`src/rtl/video_mode_ctrl.sv`:
```
// Video mode controller: qualifies measured frame timing, hands a stable mode to
// the downstream scaler over a req/ack handshake, and blanks video until locked.
module video_mode_ctrl #(
  parameter int unsigned STABLE_FRAMES = 3,
  parameter int unsigned NOSIG_CYCLES  = 600000,
  parameter logic [9:0]  H_MIN         = 10'd256,
  parameter logic [9:0]  V_MIN         = 10'd200
) (
  input  logic       PCLK_i,
  input  logic       RESET_N_i,
  input  logic       frame_change_i,
  input  logic [9:0] h_total_i,
  input  logic [9:0] v_total_i,
  input  logic [9:0] h_active_i,
  input  logic [9:0] v_active_i,
  input  logic       cfg_ack_i,
  output logic       cfg_req_o,
  output logic [9:0] cfg_h_total_o,
  output logic [9:0] cfg_v_total_o,
  output logic [9:0] cfg_h_active_o,
  output logic [9:0] cfg_v_active_o,
  output logic       cfg_wide_o,
  output logic       mode_locked_o,
  output logic       blank_o,
  output logic [1:0] state_o,
  output logic [7:0] relock_cnt_o
);

  typedef enum logic [1:0] {
    NOSIG   = 2'd0,
    ACQUIRE = 2'd1,
    CONFIG  = 2'd2,
    LOCKED  = 2'd3
  } state_t;

  localparam logic [19:0] WDOG_MAX     = 20'(NOSIG_CYCLES);
  localparam logic [3:0]  STABLE_LAST  = 4'(STABLE_FRAMES - 1);
  localparam logic [9:0]  WIDE_H_TOTAL = 10'd682;

  state_t          state_reg, state_next;
  logic [3:0][9:0] sample;
  logic [3:0][9:0] cand_reg, cand_next;
  logic [3:0][9:0] cfg_reg, cfg_next;
  logic [3:0][9:0] last_reg;
  logic [3:0]      stable_reg, stable_next;
  logic [19:0]     wdog_reg, wdog_next;
  logic [7:0]      relock_reg, relock_next;
  logic            wide_reg, wide_next;
  logic            req_reg, req_next;
  logic            abort_reg, abort_next;
  logic            timeout_reg, timeout_next;
  logic            locked_reg, blank_reg;
  logic            abort_now, timeout_now, relock_exit;
  logic [3:0]      cand_eq, cfg_eq;
  logic            cand_match, cfg_match, sample_valid, wdog_expired;

  // Field 0 is h_total so the wide decode can index it directly.
  assign sample = {v_active_i, h_active_i, v_total_i, h_total_i};

  for (genvar gi = 0; gi < 4; gi++) begin : g_field_cmp
    assign cand_eq[gi] = (sample[gi] == cand_reg[gi]);
    assign cfg_eq[gi]  = (sample[gi] == cfg_reg[gi]);
  end

  assign cand_match   = &cand_eq;
  assign cfg_match    = &cfg_eq;
  assign sample_valid = (h_total_i >= H_MIN) && (v_total_i >= V_MIN);
  // A frame pulse on the expiry cycle takes precedence over the timeout.
  assign wdog_expired = (wdog_reg == WDOG_MAX) && !frame_change_i;
  assign wdog_next    = frame_change_i ? 20'd0 :
                        (wdog_reg == WDOG_MAX) ? wdog_reg : wdog_reg + 20'd1;

  always_comb begin
    state_next   = state_reg;
    cand_next    = cand_reg;
    stable_next  = stable_reg;
    cfg_next     = cfg_reg;
    wide_next    = wide_reg;
    req_next     = req_reg;
    abort_next   = abort_reg;
    timeout_next = timeout_reg;
    abort_now    = 1'b0;
    timeout_now  = 1'b0;
    relock_exit  = 1'b0;
    case (state_reg)
      NOSIG: begin
        if (frame_change_i && sample_valid) begin
          cand_next   = sample;
          stable_next = 4'd0;
          state_next  = ACQUIRE;
        end
      end
      ACQUIRE: begin
        if (frame_change_i) begin
          if (!sample_valid) begin
            state_next = NOSIG;
          end else if (cand_match) begin
            if (stable_reg == STABLE_LAST) begin
              cfg_next     = cand_reg;
              wide_next    = (cand_reg[0] == WIDE_H_TOTAL);
              req_next     = 1'b1;
              abort_next   = 1'b0;
              timeout_next = 1'b0;
              state_next   = CONFIG;
            end else begin
              stable_next = stable_reg + 4'd1;
            end
          end else begin
            cand_next   = sample;
            stable_next = 4'd0;
          end
        end else if (wdog_expired) begin
          state_next = NOSIG;
        end
      end
      CONFIG: begin
        abort_now    = abort_reg || (frame_change_i && (!sample_valid || !cfg_match));
        timeout_now  = timeout_reg || wdog_expired;
        abort_next   = abort_now;
        timeout_next = timeout_now;
        if (cfg_ack_i) begin
          req_next     = 1'b0;
          abort_next   = 1'b0;
          timeout_next = 1'b0;
          if (timeout_now) begin
            state_next = NOSIG;
          end else if (abort_now) begin
            cand_next   = frame_change_i ? sample : last_reg;
            stable_next = 4'd0;
            state_next  = ACQUIRE;
          end else begin
            state_next = LOCKED;
          end
        end
      end
      LOCKED: begin
        if (frame_change_i) begin
          if (!sample_valid) begin
            state_next  = NOSIG;
            relock_exit = 1'b1;
          end else if (!cfg_match) begin
            cand_next   = sample;
            stable_next = 4'd0;
            state_next  = ACQUIRE;
            relock_exit = 1'b1;
          end
        end else if (wdog_expired) begin
          state_next  = NOSIG;
          relock_exit = 1'b1;
        end
      end
      default: state_next = NOSIG;
    endcase
  end

  assign relock_next = (relock_exit && relock_reg != 8'hFF) ? relock_reg + 8'd1 : relock_reg;

  always_ff @(posedge PCLK_i or negedge RESET_N_i) begin
    if (!RESET_N_i) begin
      state_reg   <= NOSIG;
      cand_reg    <= '0;
      cfg_reg     <= '0;
      last_reg    <= '0;
      stable_reg  <= 4'd0;
      wdog_reg    <= 20'd0;
      relock_reg  <= 8'd0;
      wide_reg    <= 1'b0;
      req_reg     <= 1'b0;
      abort_reg   <= 1'b0;
      timeout_reg <= 1'b0;
      locked_reg  <= 1'b0;
      blank_reg   <= 1'b1;
    end else begin
      state_reg   <= state_next;
      cand_reg    <= cand_next;
      cfg_reg     <= cfg_next;
      if (frame_change_i) last_reg <= sample;
      stable_reg  <= stable_next;
      wdog_reg    <= wdog_next;
      relock_reg  <= relock_next;
      wide_reg    <= wide_next;
      req_reg     <= req_next;
      abort_reg   <= abort_next;
      timeout_reg <= timeout_next;
      locked_reg  <= (state_next == LOCKED);
      blank_reg   <= (state_next != LOCKED);
    end
  end

  assign state_o        = state_reg;
  assign cfg_req_o      = req_reg;
  assign cfg_h_total_o  = cfg_reg[0];
  assign cfg_v_total_o  = cfg_reg[1];
  assign cfg_h_active_o = cfg_reg[2];
  assign cfg_v_active_o = cfg_reg[3];
  assign cfg_wide_o     = wide_reg;
  assign mode_locked_o  = locked_reg;
  assign blank_o        = blank_reg;
  assign relock_cnt_o   = relock_reg;

endmodule
```
`config.mk`:
```
export PLATFORM = sky130hd
export DESIGN_NAME = video_mode_ctrl
export DESIGN_NICKNAME = d
export VERILOG_FILES = /design/src/rtl/video_mode_ctrl.sv
export SDC_FILE = /design/constraint.sdc
export NUM_CORES = 1
export LEC_CHECK = 0
export CAP_MARGIN = 20
export CORE_MARGIN = 10
export CORE_UTILIZATION = 40
export CTS_CLUSTER_DIAMETER = 60
export DETAILED_ROUTE_END_ITERATION = 16
export SYNTH_ARGS = -nofsm -noshare
export SYNTH_HDL_FRONTEND = slang
export SYNTH_SLANG_ARGS = --single-unit
export TNS_END_PERCENT = 50
```
`constraint.sdc`:
```
create_clock -name PCLK_i -period 3.4 [get_ports PCLK_i]
set_input_delay 0.34 -clock PCLK_i [delete_from_list [all_inputs] [get_ports PCLK_i]]
set_output_delay 0.34 -clock PCLK_i [all_outputs]
set_load 0.01 [all_outputs]
```
# == Word-level counts from Yosys, hierarchy flattened ==
# Cells that the tools add are included.
# totals
register_bits,160
latch_bits,0
ram_bits,0
mem_bits_ro,0
input_bits,44
out_inout_bits,54
word_cells,136
memories,0
# op_classes
add_sub_neg,3
mul,0
div,0
magnitude_cmp,2
eq_ne,31
n_shift,0
mux,58
bitwise_logic,0
reduce_logical,20
# ops
operator,count
40-bit 2-to-1 mux,11
40-bit one-hot mux with 4 select lines,1
10-bit equality test,8
4-bit 2-to-1 mux,11
20-bit 2-to-1 mux,2
2-bit inequality test (second input constant),14
2-bit 2-to-1 mux,12
20-bit by 1-bit adder with 20-bit output (second input constant),1
20-bit equality test (second input constant),1
10-bit AND reduction,2
1-bit 2-to-1 mux,16
4-bit one-hot mux with 4 select lines,1
10-bit equality test (second input constant),1
10-bit by 8-bit >= comparator with 1-bit output (second input constant),1
10-bit by 9-bit >= comparator with 1-bit output (second input constant),1
8-bit by 1-bit adder with 8-bit output (second input constant),1
8-bit inequality test (second input constant),1
2-bit one-hot mux with 4 select lines,1
4-bit AND reduction,2
8-bit AND reduction,1
2-bit equality test (second input constant),3
1-bit one-hot mux with 2 select lines,3
6-bit AND reduction,1
1-bit logical AND,5
other kinds (9),13

# == Longest topological paths before layout ==
# logic_depth
depth_word,11
depth_mapped,10
mapped_depth_nobuf,8

# == Worst setup path before layout ==
# Ideal clock, no wire load.
# synth_timing
path_type,register -> register
startpoint,register cand_reg[36] (netlist bit)
endpoint,"register cfg_reg, in the netlist cfg_h_active_o[0]"
setup_ps,125
arrival_ps,2397
t_required_ps,3275
slack_ps,878
stages_incl_launch_ff,9
path_buffers,2
period_less_slack_ps,2522
path_cell_list,dfrtp_1 xor2_1 nor4_1 nand4_1 or4_1 clkbuf_2 nor3_4 buf_6 mux2_2
# synth_via
elab_chain_len,2
# synth_rtl
element,line_no,source
from (decl),42,"logic [3:0][9:0] cand_reg, cand_next;"
from (signal assigned),175,cand_reg <= cand_next;
10-bit equality test,61,assign cand_eq[gi] = (sample[gi] == cand_reg[gi]);
8-bit AND reduction (no source line),--,
to (signal assigned),176,cfg_reg <= cfg_next;
to (decl),43,"logic [3:0][9:0] cfg_reg, cfg_next;"
# No other way between the ends.
# A chain may end at the register's enable or synchronous reset.

# == Worst setup path after layout ==
# layout_timing
startpoint,input v_total_i[3]
endpoint,"register cfg_reg, in the netlist cfg_h_active_o[1]"
# layout_via
elab_chain_len,3
elab_cells_between_ends,4
cone_classes,order compare: 1; eq/ne: 1; reduce/logical: 2
# layout_rtl
element,line_no,source
from (decl),13,"input logic [9:0] v_total_i,"
10-bit by 8-bit >= comparator with 1-bit output,67,assign sample_valid = (h_total_i >= H_MIN) && (v_total_i >= V_MIN);
1-bit logical AND,67,
8-bit AND reduction (no source line) *,--,
# Every way passes the cells marked *; elsewhere a longest branch is shown, timed or not.

==> metrics.yaml <==
run_status: "finished, violations left"
violated_checks: "negative hold slack"
ys_ff_latch: 160
synth_top_area_cell: "sky130_fd_sc_hd__dfrtp_1"
internal-power_mw: 3.61
drc_errors: 0
io-pin-count: 98
floorplan.die.width_um: 161
rsz0062_at_grt: "false"
cts_setup_buffers: 0
yosys.cell_types.count: 48
synth.yosys.seq_area_share_pct: 50.7
antenna_violating_nets_post_route: 0
switching_share_pct: 24.9
switching_power_mw: 1.20
cts_tree: "done"
worst_path_dominant_cell_family: "simple AND/OR/NAND/NOR gates"
hold_fix_buffer_count_after_cts: 0
total_power_mw: 4.81
slowest_stage: "sky130_fd_sc_hd__or4_1"
place.detailed.hpwl_mm: 14.4
vias_per_cell: 5.05
p_leak_nw: 4.46
post_cts.resized_instances: 0
postSynthAreaPerCell_um2: 12.1
cp_data_required_time_ps: 3700
rows: 51
critical_path.max_fanout: 22
post_drt_wl_per_cell_um: 19.6
layout_worst_path_cycle_share_pct: 85.2
power.share.clock_pct: 42.8
cts.sinks: 160
post_synth_inst_count: 656
tns_ps: 0
setup_slack_ps: 503
cts_htree_levels: 4
post-synth-top-area-fraction_pct: 50.3
vdd_drop_max_mv: 0.330
area_growth_pct: 25.5
post-synth-top-count-cell: "sky130_fd_sc_hd__dfrtp_1"
multi_input_gate_area_um2: 3580
diodes: 0
netlist_top_cells_count: "159 x sky130_fd_sc_hd__dfrtp_1, 80 x sky130_fd_sc_hd__mux2_2, 80 x sky130_fd_sc_hd__mux2i_1"
footprint_of_the_flip_flops_and_latches_um2: 4010
first_pass_grt_wire_length_mm: 32.5
maxCapViolations: 0
max-slew-margin-rel_pct: 37.8
final_max_slew_viol_count: 0
cts.clk_slew.worst_paths_ps: 60
ys_top_cells_by_area: "sky130_fd_sc_hd__dfrtp_1 50%, sky130_fd_sc_hd__mux2_2 11%, sky130_fd_sc_hd__mux2i_1 10%, sky130_fd_sc_hd__xor2_1 6.9%, sky130_fd_sc_hd__xnor2_1 4.5%"
syn_nets: 705
finalSetupViolations: 0
pwr_density_cell_nw_per_um2: 485
cts-buffers-inserted: 17
first_global_vias: 5834
global_route.overflow_total: 0
core-area_um2: 19500
cells_along_the_critical_path: "clkdlybuf4s50_1 > xor2_1 > nor4_1 > buf_4 > nand4_1 > or4_1 > nor3_4 > buf_12 > mux2_2"
final_core_utilization_pct: 51.0
worstPathBufferInverterCount: 3
timing.hold.ws_ps: -4.34
post_route_cells_drive_above_1_share_pct: 17.4
dr_total_vias: 5285
fill_cells: 1693
critical_path.max_stage_delay_ps: 620
worstPathArrival_ps: 3200
drtIter0Drc: 258
initial_util_pct: 40.6
synth_area_um2: 7910
dieArea_um2: 25800
portBuffers: 97
crit_type: "in -> reg"
maxClockFrequency_ghz: 0.345
totalWireLength_mm: 20.5
endpoint_kind: "flip-flop"
globalRouteTotalUtil_pct: 15.9
timing.critical_path.from_type: "input port"
worst_slew_pin_slew_ps: 933
reg_power_share_pct: 45.1
synth_edf_count: 0
die-height_um: 161
ys_warn_count: 0
synth-main-ff-cell: "sky130_fd_sc_hd__dfrtp_1"
grt_antenna_before_repair: 1
final_period_minus_worst_setup_slack_ps: 2900
root_buffer: "sky130_fd_sc_hd__clkbuf_16"
gp_congestion: 0.811
fin_worst_skew_ps: 9.01
max-clock-path-buffers: 2
clock_insertion_delay_worst_skew_ps: 430
pin_count_of_the_biggest_net_entering_global_routing: 96
finish.net_count: 817
dp_slack_ps: 91.8
hold_path.class: "in -> async"
power.combinational.fraction_pct: 12.0
finalHoldViolCount: 2
share_of_flip_flops_with_an_asynchronous_set_or_reset_pct: 100
detailedRoute.firstPassIterationCount: 4
## per-layer routing
| metal | share of wire (%) | global-route usage [%] | vias to the layer above |
|---|---|---|---|
| met5 | 0.054 | 0 | - |
| met4 | 1.2 | 4.67 | 2 |
| met3 | 3.3 | 3.81 | 20 |
| met2 | 48 | 26.2 | 80 |
| met1 | 47 | 20.4 | 2701 |
| li1 | - | - | 2482 |
## stage by stage
stage	hold slack, ps	instances	instance area, um2
floorplan	44.4	656	7910
global placement	479	1014	9290
detailed placement	484	1014	9290
CTS	49.6	1046	9930
global route	73.3	1046	9930
finish	-4.34	1046	9930
## path summary, 6_finish.rpt
| check | end | slack (ps) | cells after the start | startpoint |
|---|---|---|---|---|
| min in group PCLK_i | wdog_reg[17] | 450 | 3 | frame_change_i |
| max reg2reg | cfg_h_active_o[1] | 580 | 8 | cand_reg[32] |
| min reg2reg | relock_cnt_o[5] | 490 | 1 | relock_cnt_o[5] |
| max in group asynchronous | cfg_v_total_o[2] | 2460 | 2 | RESET_N_i |
| max | cfg_h_active_o[1] | 500 | 9 | v_total_i[3] |
| min | relock_cnt_o[4] | -4 | 1 | RESET_N_i |
## layout make-up
cell class,instances,share of cell area (%)
clock inverter,9,1.56
sequential,160,40.4
tap,265,3.34
multi-input combinational,425,36.1
timing repair buffer,116,12.1
clock buffer,23,4.82
inverter,48,1.82
## layout by cell type (no fill, tap or decap), types with 16 or more instances in the layout
cell	instances
sky130_fd_sc_hd__nor2_1	31
sky130_fd_sc_hd__nor4_1	16
sky130_fd_sc_hd__mux2_2	80
sky130_fd_sc_hd__mux2i_1	80
sky130_fd_sc_hd__nand2_1	19
sky130_fd_sc_hd__xor2_1	62
sky130_fd_sc_hd__dfrtp_1	159
sky130_fd_sc_hd__inv_1	48
sky130_fd_sc_hd__clkbuf_16	17
sky130_fd_sc_hd__xnor2_1	41
sky130_fd_sc_hd__clkdlybuf4s50_1	95
## power groups by stage
stage                     sequential (mW)  clock (mW)  combinational, mW
final                                2.17        2.06              0.578
after global routing                 2.19        2.17              0.636
after CTS                            2.17        2.09              0.588
after detailed placement             2.21           0              0.584
after global placement               2.20           0              0.565
after floorplan                      2.17           0              0.326
## kinds of logic (layout without fill, tap and decap cells)
group | Yosys count | count (layout) | synth area share, %
compound gates | 30 | 30 | 2.60
xor+xnor | 103 | 103 | 11.4
fa+ha+maj | 5 | 5 | 0.791
buf+inv | 71 | 196 | 4.21
flops | 160 | 160 | 50.7
mux | 163 | 163 | 21.9
simple gates | 124 | 124 | 8.39
No activity file was read; power rests on OpenSTA's default activity.
